### src/rtl/mem_mon_pkg.sv
// Shared types and default constants for the data-memory write monitor.
package mem_mon_pkg;

  typedef enum logic [1:0] {
    ST_RUN  = 2'd0,
    ST_PASS = 2'd1,
    ST_FAIL = 2'd2
  } mon_state_e;

  typedef struct packed {
    logic [31:0] addr;
    logic [31:0] data;
  } log_entry_t;

  localparam int unsigned ENTRY_W = $bits(log_entry_t);

  localparam logic [31:0] DEF_PASS_ADDR    = 32'd84;
  localparam logic [31:0] DEF_PASS_DATA    = 32'd7;
  localparam logic [31:0] DEF_SCRATCH_ADDR = 32'd80;

endpackage

### src/rtl/sync_fifo.sv
// First-word-fall-through synchronous FIFO; extra pointer bit separates full from empty.
module sync_fifo #(
  parameter int unsigned WIDTH = 64,
  parameter int unsigned DEPTH = 8
) (
  input  logic             clk,
  input  logic             reset,
  input  logic             push,
  input  logic             pop,
  input  logic [WIDTH-1:0] wdata,
  output logic [WIDTH-1:0] rdata,
  output logic             full,
  output logic             empty
);

  localparam int unsigned AW = (DEPTH > 1) ? $clog2(DEPTH) : 1;
  localparam int unsigned PW = AW + 1;

  if (DEPTH < 2 || (DEPTH & (DEPTH - 1)) != 0) begin : g_bad_depth
    $error("sync_fifo: DEPTH must be a power of two and at least 2");
  end

  logic [WIDTH-1:0] mem [DEPTH];
  logic [PW-1:0]    wr_ptr;
  logic [PW-1:0]    rd_ptr;
  logic             do_push;
  logic             do_pop;

  assign empty = (wr_ptr == rd_ptr);
  assign full  = (wr_ptr[AW-1:0] == rd_ptr[AW-1:0]) && (wr_ptr[AW] != rd_ptr[AW]);

  // A pop frees the head slot on the same edge, so a full FIFO still accepts a push then.
  assign do_pop  = pop && !empty;
  assign do_push = push && (!full || do_pop);

  assign rdata = mem[rd_ptr[AW-1:0]];

  always_ff @(posedge clk) begin
    if (do_push) begin
      mem[wr_ptr[AW-1:0]] <= wdata;
    end
  end

  always_ff @(posedge clk) begin
    if (reset) begin
      wr_ptr <= '0;
      rd_ptr <= '0;
    end else begin
      if (do_push) wr_ptr <= wr_ptr + PW'(1);
      if (do_pop)  rd_ptr <= rd_ptr + PW'(1);
    end
  end

endmodule

### src/rtl/mem_write_monitor.sv
// Judges program outcome from core stores (PASS/FAIL) and logs every store accepted in RUN.
module mem_write_monitor
  import mem_mon_pkg::*;
#(
  parameter logic [31:0] PASS_ADDR    = DEF_PASS_ADDR,
  parameter logic [31:0] PASS_DATA    = DEF_PASS_DATA,
  parameter logic [31:0] SCRATCH_ADDR = DEF_SCRATCH_ADDR,
  parameter int unsigned LOG_DEPTH    = 8,
  parameter int unsigned CNT_W        = 16
) (
  input  logic             clk,
  input  logic             reset,
  input  logic             memwrite,
  input  logic [31:0]      dataadr,
  input  logic [31:0]      writedata,
  output logic             done,
  output logic             pass,
  output logic             fail,
  output logic [31:0]      fail_addr,
  output logic [31:0]      fail_data,
  output logic [CNT_W-1:0] store_count,
  output logic             log_valid,
  input  logic             log_ready,
  output logic [31:0]      log_addr,
  output logic [31:0]      log_data,
  output logic             log_overflow
);

  mon_state_e state;
  mon_state_e state_nxt;
  logic       accept;
  logic       take_fail;
  logic       log_full;
  logic       log_empty;
  log_entry_t push_entry;
  log_entry_t head_entry;

  // State register
  always_ff @(posedge clk) begin
    if (reset) begin
      state <= ST_RUN;
    end else begin
      state <= state_nxt;
    end
  end

  // Store classifier and next-state logic; only RUN reacts to stores
  always_comb begin
    state_nxt = state;
    accept    = 1'b0;
    take_fail = 1'b0;
    if (state == ST_RUN && memwrite) begin
      accept = 1'b1;
      if (dataadr == PASS_ADDR && writedata == PASS_DATA) begin
        state_nxt = ST_PASS;
      end else if (dataadr == SCRATCH_ADDR) begin
        state_nxt = ST_RUN;
      end else begin
        state_nxt = ST_FAIL;
        take_fail = 1'b1;
      end
    end
  end

  // Verdict flags track the state register so done/pass/fail stay mutually consistent
  always_ff @(posedge clk) begin
    if (reset) begin
      done <= 1'b0;
      pass <= 1'b0;
      fail <= 1'b0;
    end else begin
      done <= (state_nxt != ST_RUN);
      pass <= (state_nxt == ST_PASS);
      fail <= (state_nxt == ST_FAIL);
    end
  end

  always_ff @(posedge clk) begin
    if (reset) begin
      fail_addr <= '0;
      fail_data <= '0;
    end else if (take_fail) begin
      fail_addr <= dataadr;
      fail_data <= writedata;
    end
  end

  // Saturating store counter
  always_ff @(posedge clk) begin
    if (reset) begin
      store_count <= '0;
    end else if (accept && store_count != {CNT_W{1'b1}}) begin
      store_count <= store_count + CNT_W'(1);
    end
  end

  // A store is dropped only when the log is full and nothing leaves on the same edge
  always_ff @(posedge clk) begin
    if (reset) begin
      log_overflow <= 1'b0;
    end else if (accept && log_full && !log_ready) begin
      log_overflow <= 1'b1;
    end
  end

  assign push_entry.addr = dataadr;
  assign push_entry.data = writedata;

  sync_fifo #(
    .WIDTH (ENTRY_W),
    .DEPTH (LOG_DEPTH)
  ) u_log (
    .clk   (clk),
    .reset (reset),
    .push  (accept),
    .pop   (log_ready),
    .wdata (push_entry),
    .rdata (head_entry),
    .full  (log_full),
    .empty (log_empty)
  );

  assign log_valid = !log_empty;
  assign log_addr  = head_entry.addr;
  assign log_data  = head_entry.data;

endmodule

### config.mk
export PLATFORM = sky130hd
export DESIGN_NAME = mem_write_monitor
export DESIGN_NICKNAME = d
export VERILOG_FILES = /design/src/rtl/mem_mon_pkg.sv /design/src/rtl/sync_fifo.sv /design/src/rtl/mem_write_monitor.sv
export SDC_FILE = /design/constraint.sdc
export NUM_CORES = 1
export LEC_CHECK = 0
export ABC_AREA = 1
export CELL_PAD_IN_SITES_DETAIL_PLACEMENT = 0
export CELL_PAD_IN_SITES_GLOBAL_PLACEMENT = 1
export CORE_ASPECT_RATIO = 0.7
export CORE_MARGIN = 3
export CORE_UTILIZATION = 50
export DETAILED_ROUTE_END_ITERATION = 7
export GPL_TIMING_DRIVEN = 0
export PLACE_DENSITY = 0.88
export SYNTH_ARGS = -nofsm -noshare
export SYNTH_HDL_FRONTEND = slang
export SYNTH_SLANG_ARGS = --single-unit
### constraint.sdc
create_clock -name clk -period 13 [get_ports clk]
set_input_delay 3.25 -clock clk [delete_from_list [all_inputs] [get_ports clk]]
set_output_delay 3.25 -clock clk [all_outputs]
set_load 0.02 [all_outputs]
# [Word-level counts from Yosys, hierarchy flattened]
# Memory sizes are Yosys's and may differ from the RTL's. A register that Yosys moved wholly into a read port is not among the register bits.
# Index checks and enable logic that the tools add are counted.
[totals] mem_bits_rw=512 in_bits=68 ff_bits=94 out_inout_bits=149 elab_cells=48 memories=1
[memory_table] memory="u_log.mem" depth=8 word_bits=64 rd=1 rd_ports_with_merged_regs=1 write_ports=1 line="sync_fifo.sv:23" source="logic [WIDTH-1:0] mem [DEPTH];"
[op_classes] mux=11 reduce_logical=14 n_addsub=3 n_eq_ne=9
[ops] operator="32-bit by 7-bit equality test with 1-bit output, second input constant" count=2
[ops] operator="32-bit by 3-bit equality test with 1-bit output, second input constant" count=1
[ops] operator="16-bit by 1-bit adder with 16-bit output, second input constant" count=1
[ops] operator="16-bit != test, second input constant" count=1
[ops] operator="4-bit by 1-bit adder with 4-bit output, second input constant" count=2
[ops] operator="1-bit logical AND" count=8
[ops] operator="1-bit two-way mux" count=6
[ops] operator="2-bit two-way mux" count=3
[ops] operator="3-bit two-way mux" count=2
[ops] operator="4-bit equality test" count=1
[ops] operator="3-bit equality test" count=1
[ops] operator="1-bit zero test" count=3
[ops] operator="2-bit by 1-bit equality test with 1-bit output, second input constant" count=1
[ops] operator="2-bit equality test, second input constant" count=1
[ops] operator="2-bit zero test" count=1
[ops] operator="2-bit nonzero test" count=1
[ops] operator="1-bit logical OR" count=1
[ops] operator="1-bit != test" count=1

# [Longest topological paths before layout]
# Gate-level depths: netlist (run 1).
[depth] depth_word=7 ltp_mapped=12 mapped_depth_nobuf=11

# [Cells and area by module]
# A second synthesis (run 1) with hierarchy kept.
[hier_totals] cells_unflattened=2190 area_unflattened_um2=24551.0
[modules_own_cells] mod="sync_fifo" cells_each=1596 area_per_inst_um2=20390.8 instances=1 seq_area_each_um2=15595.0
[modules_own_cells] mod="mem_write_monitor" cells_each=594 area_per_inst_um2=4160.2 instances=1 seq_area_each_um2=1721.7

# [Least setup slack after synthesis (run 1)]
# OpenSTA, ideal clock, no wires.
[synth_timing] path_kind="input to register" start="input memwrite" end="memory u_log.mem[6][0], enable pin" arrival_ns=8.201 cell_stages=6 path_buffers=0 setup_ns=0.565 required_time_ns=12.435 slack_ns=4.234 cell_sequence="nand3_1 -> inv_1 -> nand2_2 -> inv_1 -> nand2_1 -> nor3_1"
[synth_via] elab_chain_len=5
[synth_rtl] element="from (decl)" line="mem_write_monitor.sv:13" source="input logic memwrite,"
[synth_rtl] element="1-bit logical AND" line="mem_write_monitor.sv:52" source="if (state == ST_RUN && memwrite) begin"
[synth_rtl] element="1-bit two-way mux" line="mem_write_monitor.sv:52"
[synth_rtl] element="1-bit logical AND" line="sync_fifo.sv:34" source="assign do_push = push && (!full || do_pop);"
[synth_rtl] element="1-bit two-way mux" line="sync_fifo.sv:39" source="if (do_push) begin"
[synth_rtl] element="1-bit two-way mux (not written as such)" line="sync_fifo.sv:40" source="mem[wr_ptr[AW-1:0]] <= wdata;"
[synth_rtl] element="to (decl)" line="sync_fifo.sv:23"
# Every way passes these cells.

==> impl_metrics.ini, run 1 <==
[timing]
worst_slack_ns = 6.17
setup_viol = 0
timing.setup.tns_ns = 0
slew_headroom = 0.250
skew_ns = 0.0119
timing.fmax_ghz = 0.146
post-route-period-util = 0.525
max_slew.worst_pin.slew_ns = 1.13
hold_violations = 0
finalMaxSlewViolations = 0
timing.final.crit_period_ns = 6.83
rsz0062_at_grt = false

[cells_and_area]
fin_area_um2 = 29700
final_core_util = 0.619
area_delta_synth_final_pct = 21.8
nFillCells = 3638
drive_gt1_frac = 0.0844
final_cells = 3110
fin_nets = 2479

[place]
postPlaceCellArea_um2 = 27900
dp_slack_ns = 6.52
io_buffer_count = 215
dp_hpwl_um = 47400
dp_cells = 3006
gp_congestion = 0.857

[floorplanning]
num_rows = 67
die-height_um = 191
die_w_um = 270
pin_count = 217
fp.dieArea_um2 = 51600
start_util = 0.508
coreArea_um2 = 48000

[cts]
clockRootBuffer = clkbuf_16
clock-sinks = 609
clock_path_buffers = 3
post_cts_buffers = 0
cts_max_level = 2
cts_hold_repair.buffers = 0
cts_buffers = 55
ctsResizeCount = 0
clkTransAtPathRegs_ns = 0.06
clkLatencyLatePin_ns = 0.59
cts_tree = built

[synthesis]
ys_types = 27
syn_area_um2 = 24400
ys_ff_latch = 609
synth_warnings = 0
seq_area_frac_synth = 0.709
syn_inst = 2101
syn_avg_cell_area_um2 = 11.6
synth_nets = 2172

[detailed_routing]
vias_per_cell = 5.76
drtIter0Drc = 2306
wl_um = 70700
drc = 0
via_count = 17900
postRouteAntennaNets = 0
avgRoutedWirePerCell_um = 22.7
dr.pass1.iters = 5

[global_routing]
grt.total_usage = 0.270
antenna_found_initial = 5
grt_pass1_wl_um = 105000
grt_pass1_vias = 17300
grt_overflow = 0
grt_max_degree = 29

[worst_setup_path]
end_kind = output pin
r2r_cells = 10
crit_type = reg -> out
cp-start-kind = register
arrival_ns = 3.58
crit_fanout = 10
worst-endpoint-required_ns = 9.75

[outcome]
status = completed

[hold_path]
hold_class = reg -> reg
whs_path_depth = 2

[job]
maxCapViolCount = 0

[pwr]
irDropWorstVdd_v = 0.0000965
powerDensity_nw_per_um2 = 164
total_leakage_power_nw = 10.4
## cells in the mapped netlist (all sizes together)
cell type	n	share of area
o21ai	136	0.028
dfxtp	97	0.080
nand3	20	0.0041
nor3b	1	0.00031
clkbuf	57	0.0088
xor2	4	0.0014
nor3	9	0.0018
buf	80	0.021
inv	36	0.0055
o21a	1	0.00031
nand2	344	0.053
ha	3	0.0015
o32ai	128	0.046
a21oi	79	0.016
xnor2	6	0.0022
nand4	2	0.00051
nor2	524	0.081
nand3b	62	0.019
edfxtp	512	0.63
## power by group
group / switching (W) / leakage, nW / internal [W]
Combinational: 0.000658 / 4.14 / 0.000375
Clock: 0.000712 / 0.876 / 0.000929
Sequential: 0.0000287 / 5.44 / 0.00217
Total: 0.00140 / 10.4 / 0.00348
## worst max-delay path, cell delays in order, from the launching register on
cell	delay, ns
dfxtp_1	0.39
clkbuf_1	0.80
clkbuf_1	0.45
o21ai_0	0.20
o32ai_1	0.27
nand2_1	0.11
nand2_1	0.15
clkdlybuf4s50_1	0.63
## stage by stage
stage               power [W]  hold slack (ns)
global route          0.00505            0.507
detailed placement    0.00327            0.466
global placement      0.00325            0.462
finish                0.00488            0.481
floorplan             0.00279            0.479
CTS                   0.00488            0.482
## final timing paths
check | startpoint | endpoint | slack, ns
worst max-delay path | register | log_data[6] | 6.17
worst min-delay path | fail_addr[9]$_SDFFE_PP0P_ | fail_addr[9]$_SDFFE_PP0P_ | 0.48
worst max register to register | state[0]$_SDFF_PP0_ | u_log.mem[6][19]$_DFFE_PP_ | 9.86
worst min register to register | fail_addr[9]$_SDFFE_PP0P_ | fail_addr[9]$_SDFFE_PP0P_ | 0.48
## area by class of cell
| cell class | count | area (um2) | area share |
|---|---|---|---|
| clock buffers | 74 | 1500 | 0.0504 |
| repair buffers | 250 | 2640 | 0.0888 |
| multi-input cells | 1319 | 6270 | 0.211 |
| flip-flops and latches | 609 | 17300 | 0.582 |
| clock inverters | 28 | 305 | 0.0103 |
| diodes | 2 | 5.00 | 0.000168 |
| plain buffers | 137 | 738 | 0.0248 |
| inverters | 36 | 135 | 0.00455 |
| well taps | 655 | 820 | 0.0276 |
## per-layer routing
layer / global-route usage / part of all wire / up-vias
met4: 0.0698 / 0.022 / 2
li1: - / - / 8052
met5: 0 / 0.00016 / -
met1: 0.393 / 0.42 / 8746
met3: 0.0523 / 0.11 / 100
met2: 0.420 / 0.45 / 1002
## placed cells by master, fill, tap and decap left out, types with 2 or more instances in the layout
master	netlist	layout
nand3_1	20	20
buf_1	3	3
clkinvlp_4	0	4
diode_2	0	2
inv_1	35	35
clkinv_1	0	5
a21oi_1	79	79
ha_1	3	3
bufinv_16	0	6
buf_16	0	3
clkbuf_1	56	70
nand4_1	2	2
xnor2_1	6	6
nor3_2	0	4
buf_6	17	42
nand2_1	343	343
edfxtp_1	512	512
clkinv_2	0	10
o21ai_0	135	135
inv_6	0	2
nand3b_1	62	62
dfxtp_1	97	97
buf_8	1	2
nor2_4	0	4
nor3_1	9	5
buf_4	4	5
buf_12	0	5
buf_2	55	55
clkbuf_8	0	5
clkbuf_16	0	55
clkdlybuf4s50_1	0	215
xor2_1	4	4
nor2_1	524	520
o32ai_1	128	128
## state kept, by name (all words and copies together) (netlist names), named ones only
signal and count:
fail_data 32, u_log.wr_ptr 4, u_log.mem 512, fail_addr 32, u_log.rd_ptr 4, pass 1
store_count 16, state 1, log_overflow 1, fail 1, done 1
## cells by family after synthesis
group / count (synthesis) / synth area share
xor+xnor: 10 / 0.00359
compound gates: 344 / 0.0905
flops: 609 / 0.709
buf+inv: 173 / 0.0358
fa+ha+maj: 3 / 0.00154
simple gates: 962 / 0.159
Note: power is estimated with default switching activity, not from simulation.
==> run 2: changes to the inputs <==
--- a/config.mk
+++ b/config.mk
@@ -10,10 +10,10 @@
 export CELL_PAD_IN_SITES_GLOBAL_PLACEMENT = 1
 export CORE_ASPECT_RATIO = 0.7
 export CORE_MARGIN = 3
-export CORE_UTILIZATION = 50
+export CORE_UTILIZATION = 46
 export DETAILED_ROUTE_END_ITERATION = 7
 export GPL_TIMING_DRIVEN = 0
-export PLACE_DENSITY = 0.88
+export PLACE_DENSITY = 0.82
 export SYNTH_ARGS = -nofsm -noshare
 export SYNTH_HDL_FRONTEND = slang
 export SYNTH_SLANG_ARGS = --single-unit
==> constraint.sdc (replaced) <==
create_clock -name clk -period 6.4 [get_ports clk]
set_input_delay 1.6 -clock clk [delete_from_list [all_inputs] [get_ports clk]]
set_output_delay 1.6 -clock clk [all_outputs]
set_load 0.02 [all_outputs]
==> run 2 against run 1 <==
- clock power rose by 110%
- register-to-register slack got worse by 6.5 ns
- final cell count is 0.61% higher
- critical path depth unchanged
- cell area rose by 0.46%
- clock-buffer cell count grew 4
- combinational power grew 100%
- non-clock buffer count fell by 1
- total power is 110% higher
- global-route usage fell by 1.6 points
- critical path type unchanged
- largest cell class unchanged
==> impl_metrics.ini, run 2 (synthesis results as in run 1) <==
[outcome]
status = completed

[floorplanning]
pin_count = 217
num_rows = 69
fp.dieArea_um2 = 55900
die_w_um = 281
start_util = 0.473
die-height_um = 199
coreArea_um2 = 51600

[worst_setup_path]
crit_fanout = 10
r2r_cells = 9
end_kind = output pin
crit_type = reg -> out
r2r_setup_slack_ns = 3.38
cp-start-kind = register
arrival_ns = 3.68
worst-endpoint-required_ns = 4.80
r2r_end = u_log.mem[4][48]$_DFFE_PP_
r2r-start = state[0]$_SDFF_PP0_

[timing]
hold_violations = 0
worst_slack_ns = 1.12
max_slew.worst_pin.slew_ns = 1.14
timing.final.crit_period_ns = 5.28
skew_ns = 0.0236
post-route-period-util = 0.825
timing.fmax_ghz = 0.190
slew_headroom = 0.243
finalMaxSlewViolations = 0
setup_viol = 0
rsz0062_at_grt = false

[cts]
ctsResizeCount = 0
clock_path_buffers = 3
clkTransAtPathRegs_ns = 0.06
cts_hold_repair.buffers = 0
cts_buffers = 56
cts_max_level = 2
clock-sinks = 609
post_cts_buffers = 0
cts_tree = built
clkLatencyLatePin_ns = 0.61
clockRootBuffer = clkbuf_16

[pwr]
powerDensity_nw_per_um2 = 335
irDropWorstVdd_v = 0.000232
total_leakage_power_nw = 10.5

[detailed_routing]
avgRoutedWirePerCell_um = 23.0
vias_per_cell = 5.65
via_count = 17700
postRouteAntennaNets = 0
drtIter0Drc = 1919
wl_um = 71900
drc = 0
dr.pass1.iters = 5

[global_routing]
grt_overflow = 0
grt_pass1_vias = 17100
antenna_found_initial = 5
grt_pass1_wl_um = 105000
grt.total_usage = 0.254
grt_max_degree = 27

[cells_and_area]
drive_gt1_frac = 0.0848
regArea_um2 = 17300
fin_area_um2 = 29900
nFillCells = 4078
final_core_util = 0.579
fin_nets = 2479
largest_reg_flops = 512
layout_commonest_cell = nor2_1
layout_common_cells = nor2_1 (520), edfxtp_1 (512), nand2_1 (343), clkdlybuf4s50_1 (215), o21ai_0 (135)
area_delta_synth_final_pct = 22.3
multi_input_area_um2 = 6280

[hold_path]
whs_path_depth = 2
hold_class = reg -> reg
holdCritStartpoint = fail_addr[6]$_SDFFE_PP0P_
hold_end = fail_addr[6]$_SDFFE_PP0P_

[place]
gp_congestion = 0.828
io_buffer_count = 215
postPlaceCellArea_um2 = 28000
dp_hpwl_um = 48500
dp_slack_ns = 1.63

[job]
maxCapViolCount = 0
-- run 2: cell type report --
type / instances / share of cell area
antenna: 1 / 0.0000838
clock inverter: 26 / 0.00951
multi-input combinational: 1319 / 0.210
timing repair buffer: 249 / 0.0894
tap: 674 / 0.0282
inverter: 36 / 0.00452
clock buffer: 78 / 0.0534
buffer: 137 / 0.0247
sequential: 609 / 0.580
-- run 2: how the worst max path moves through the flow --
stage / startpoint / to / slack (ns)
after floorplan: memwrite / u_log.mem[1][0]$_DFFE_PP_ / -0.53
after global placement: memwrite / u_log.mem[3][50]$_DFFE_PP_ / -5.76
after detailed placement: memwrite / u_log.mem[4][48]$_DFFE_PP_ / 1.63
after CTS: register / log_data[27] / 1.13
after global routing: register / log_data[27] / 0.87
final: register / log_data[27] / 1.12
-- run 2: layer usage --
layer,global-route usage,vias to the layer above,share of wire
li1,-,8066,-
met5,0,-,0.00011
met2,0.392,895,0.45
met4,0.0737,2,0.024
met3,0.0527,109,0.11
met1,0.366,8595,0.42
-- run 2: where the power goes --
| part | leakage, nW | internal [W] | switching, W | total, W |
|---|---|---|---|---|
| Sequential | 5.44 | 0.00441 | 0.0000595 | 0.00447 |
| Clock | 0.926 | 0.00198 | 0.00145 | 0.00343 |
| Combinational | 4.15 | 0.000763 | 0.00134 | 0.00210 |
| Total | 10.5 | 0.00716 | 0.00285 | 0.0100 |
-- run 2: per-stage QoR --
stage / hold WS [ns] / power (W) / TNS, ns / std cells
after floorplan: 0.479 / 0.00568 / -101.29 / 2101
final: 0.481 / 0.0100 / 0 / 3129
after CTS: 0.483 / 0.0100 / 0 / 3128
after global placement: 0.467 / 0.00662 / -1712.14 / 2990
after detailed placement: 0.467 / 0.00665 / 0 / 3024
after global routing: 0.502 / 0.0104 / 0 / 3128
-- run 2: critical path, cell delays in order, from the launching register on --
cell and delay, ns:
dfxtp_1 0.40, clkbuf_1 0.83, clkbuf_1 0.51, o21ai_0 0.17, o32ai_1 0.16, nand2_1 0.09, nand2_1 0.24, clkdlybuf4s50_1 0.66
==> run 3: changes to the inputs <==
==> constraint.sdc (replaced) <==
create_clock -name clk -period 4.9 [get_ports clk]
set_input_delay 1.225 -clock clk [delete_from_list [all_inputs] [get_ports clk]]
set_output_delay 1.225 -clock clk [all_outputs]
set_load 0.02 [all_outputs]
==> run 3 against run 2 <==
- die area stayed put
- combinational power is 30% higher
- register-to-register slack worse by 1.4 ns
- clock skew is 0.014 ns lower
- routed wire length is 0.68% higher
- total power is 28% higher
- cell area is 0.45% lower
- utilization is 0.26 points lower
- first-iteration DRC count is 13% higher
- global-route usage is 0.34 points higher
- sequential share of layout area is 0.26 points higher
- clock-buffer cell count is 2 higher
==> impl_metrics.ini, run 3 (synthesis results as in run 1) <==
[timing]
hold_violations = 0
timing.final.crit_period_ns = 4.77
skew_ns = 0.00960
finalMaxSlewViolations = 0
post-route-period-util = 0.973
rsz0062_at_grt = false
slew_headroom = 0.317
max_slew.worst_pin.slew_ns = 1.02
timing.fmax_ghz = 0.210
worst_slack_ns = 0.130
setup_viol = 0

[job]
maxCapViolCount = 0

[global_routing]
grt_overflow = 0
grt.total_usage = 0.257
antenna_found_initial = 2
grt_max_degree = 28
grt_pass1_vias = 17000
grt_pass1_wl_um = 106000

[detailed_routing]
avgRoutedWirePerCell_um = 23.1
postRouteAntennaNets = 0
drc = 0
vias_per_cell = 5.66
via_count = 17700
wl_um = 72400
drtIter0Drc = 2159
dr.pass1.iters = 5

[worst_setup_path]
path_cells = clkbuf_1 -> clkbuf_1 -> o21ai_0 -> o32ai_1 -> nand2_1 -> nand2_1 -> clkdlybuf4s50_1
end_kind = output pin
worst-endpoint-required_ns = 3.67
crit_type = reg -> out
r2r_cells = 9
cp_slowest_cell = clkbuf_1
cp-start-kind = register
arrival_ns = 3.54
slowest_delay_ns = 0.71
crit_fanout = 10

[cells_and_area]
final_cells = 3130
final_core_util = 0.576
layout_commonest_cell = nor2_1
layout_common_cells = nor2_1 (520), edfxtp_1 (512), nand2_1 (343), clkdlybuf4s50_1 (215), o21ai_0 (135)
drive_gt1_frac = 0.0815
largest_reg_flops = 512
area_delta_synth_final_pct = 21.8
fin_nets = 2479

[place]
io_buffer_count = 215
dp_hpwl_um = 48900
gp_congestion = 0.816
dp_slack_ns = 0.595
dp_cells = 3024

[floorplanning]
pin_count = 217
die_w_um = 281
die-height_um = 199
coreArea_um2 = 51600
start_util = 0.473
fp.dieArea_um2 = 55900
num_rows = 69

[hold_path]
whs_path_depth = 2
hold_class = reg -> reg

[cts]
cts_tree = built
clockRootBuffer = clkbuf_16
cts_hold_repair.buffers = 0
clock-sinks = 609
post_cts_buffers = 0
cts_buffers = 56
clkLatencyLatePin_ns = 0.61
clock_path_buffers = 3
cts_max_level = 2
clkTransAtPathRegs_ns = 0.06
ctsResizeCount = 0

[pwr]
total_leakage_power_nw = 10.4
powerDensity_nw_per_um2 = 431
irDropWorstVdd_v = 0.000257

[outcome]
status = completed
run 3: cell count changes in the layout (fill, tap and decap cells not counted), moves of 2 or more:
| cell | delta |
|---|---|
| clkbuf_8 | -7 |
| buf_12 | +2 |
| bufinv_16 | -4 |
| clkbuf_16 | +2 |
| clkbuf_1 | +7 |
| buf_8 | -2 |
run 3: routing by layer:
metal  global-route usage  routed length [um]
met1                0.370               30700
met2                0.386               31600
met3               0.0625                7870
met4               0.0827                2180
met5                    0                  16
run 3: stage by stage:
step / power, W / hold WS, ns / instance area (um2) / setup TNS (ns)
after floorplan: 0.00741 / 0.479 / 24400 / -317.25
after global placement: 0.00862 / 0.448 / 27400 / -1918.23
after detailed placement: 0.00867 / 0.472 / 28000 / 0
after CTS: 0.0128 / 0.488 / 29700 / 0
after global routing: 0.0133 / 0.517 / 29700 / 0
final: 0.0128 / 0.484 / 29700 / 0
run 3: layout make-up:
type / instances / area (um2)
Fill cell: 4205 / 21900
Sequential cell: 609 / 17300
Multi-Input combinational cell: 1319 / 6280
Timing Repair Buffer: 249 / 2670
Clock buffer: 80 / 1580
Tap cell: 674 / 843
Buffer: 137 / 738
Clock inverter: 24 / 173
Inverter: 36 / 135
Antenna cell: 2 / 5.00
run 3: path summary, 6_finish.rpt:
path	from	end	slack [ns]
hold / removal	fail_data[14]$_SDFFE_PP0P_	fail_data[14]$_SDFFE_PP0P_	0.48
setup / recovery	register	log_addr[30]	0.13
hold reg to reg	fail_data[14]$_SDFFE_PP0P_	fail_data[14]$_SDFFE_PP0P_	0.48
setup reg to reg	state[0]$_SDFF_PP0_	u_log.mem[4][54]$_DFFE_PP_	1.95
run 3: critical path, delay by kind of cell, from the launching register on:
kind	cells	cell delay, ns
compound gates	2	0.42
buf+inv	3	1.83
flops	1	0.42
simple gates	2	0.28
run 3: power by group:
group | total, W | leakage (nW) | internal [W] | switching, W
Combinational | 0.00274 | 4.15 | 0.000996 | 0.00175
Sequential | 0.00584 | 5.44 | 0.00577 | 0.0000752
Clock | 0.00421 | 0.853 | 0.00234 | 0.00187
Total | 0.0128 | 10.4 | 0.00910 | 0.00370
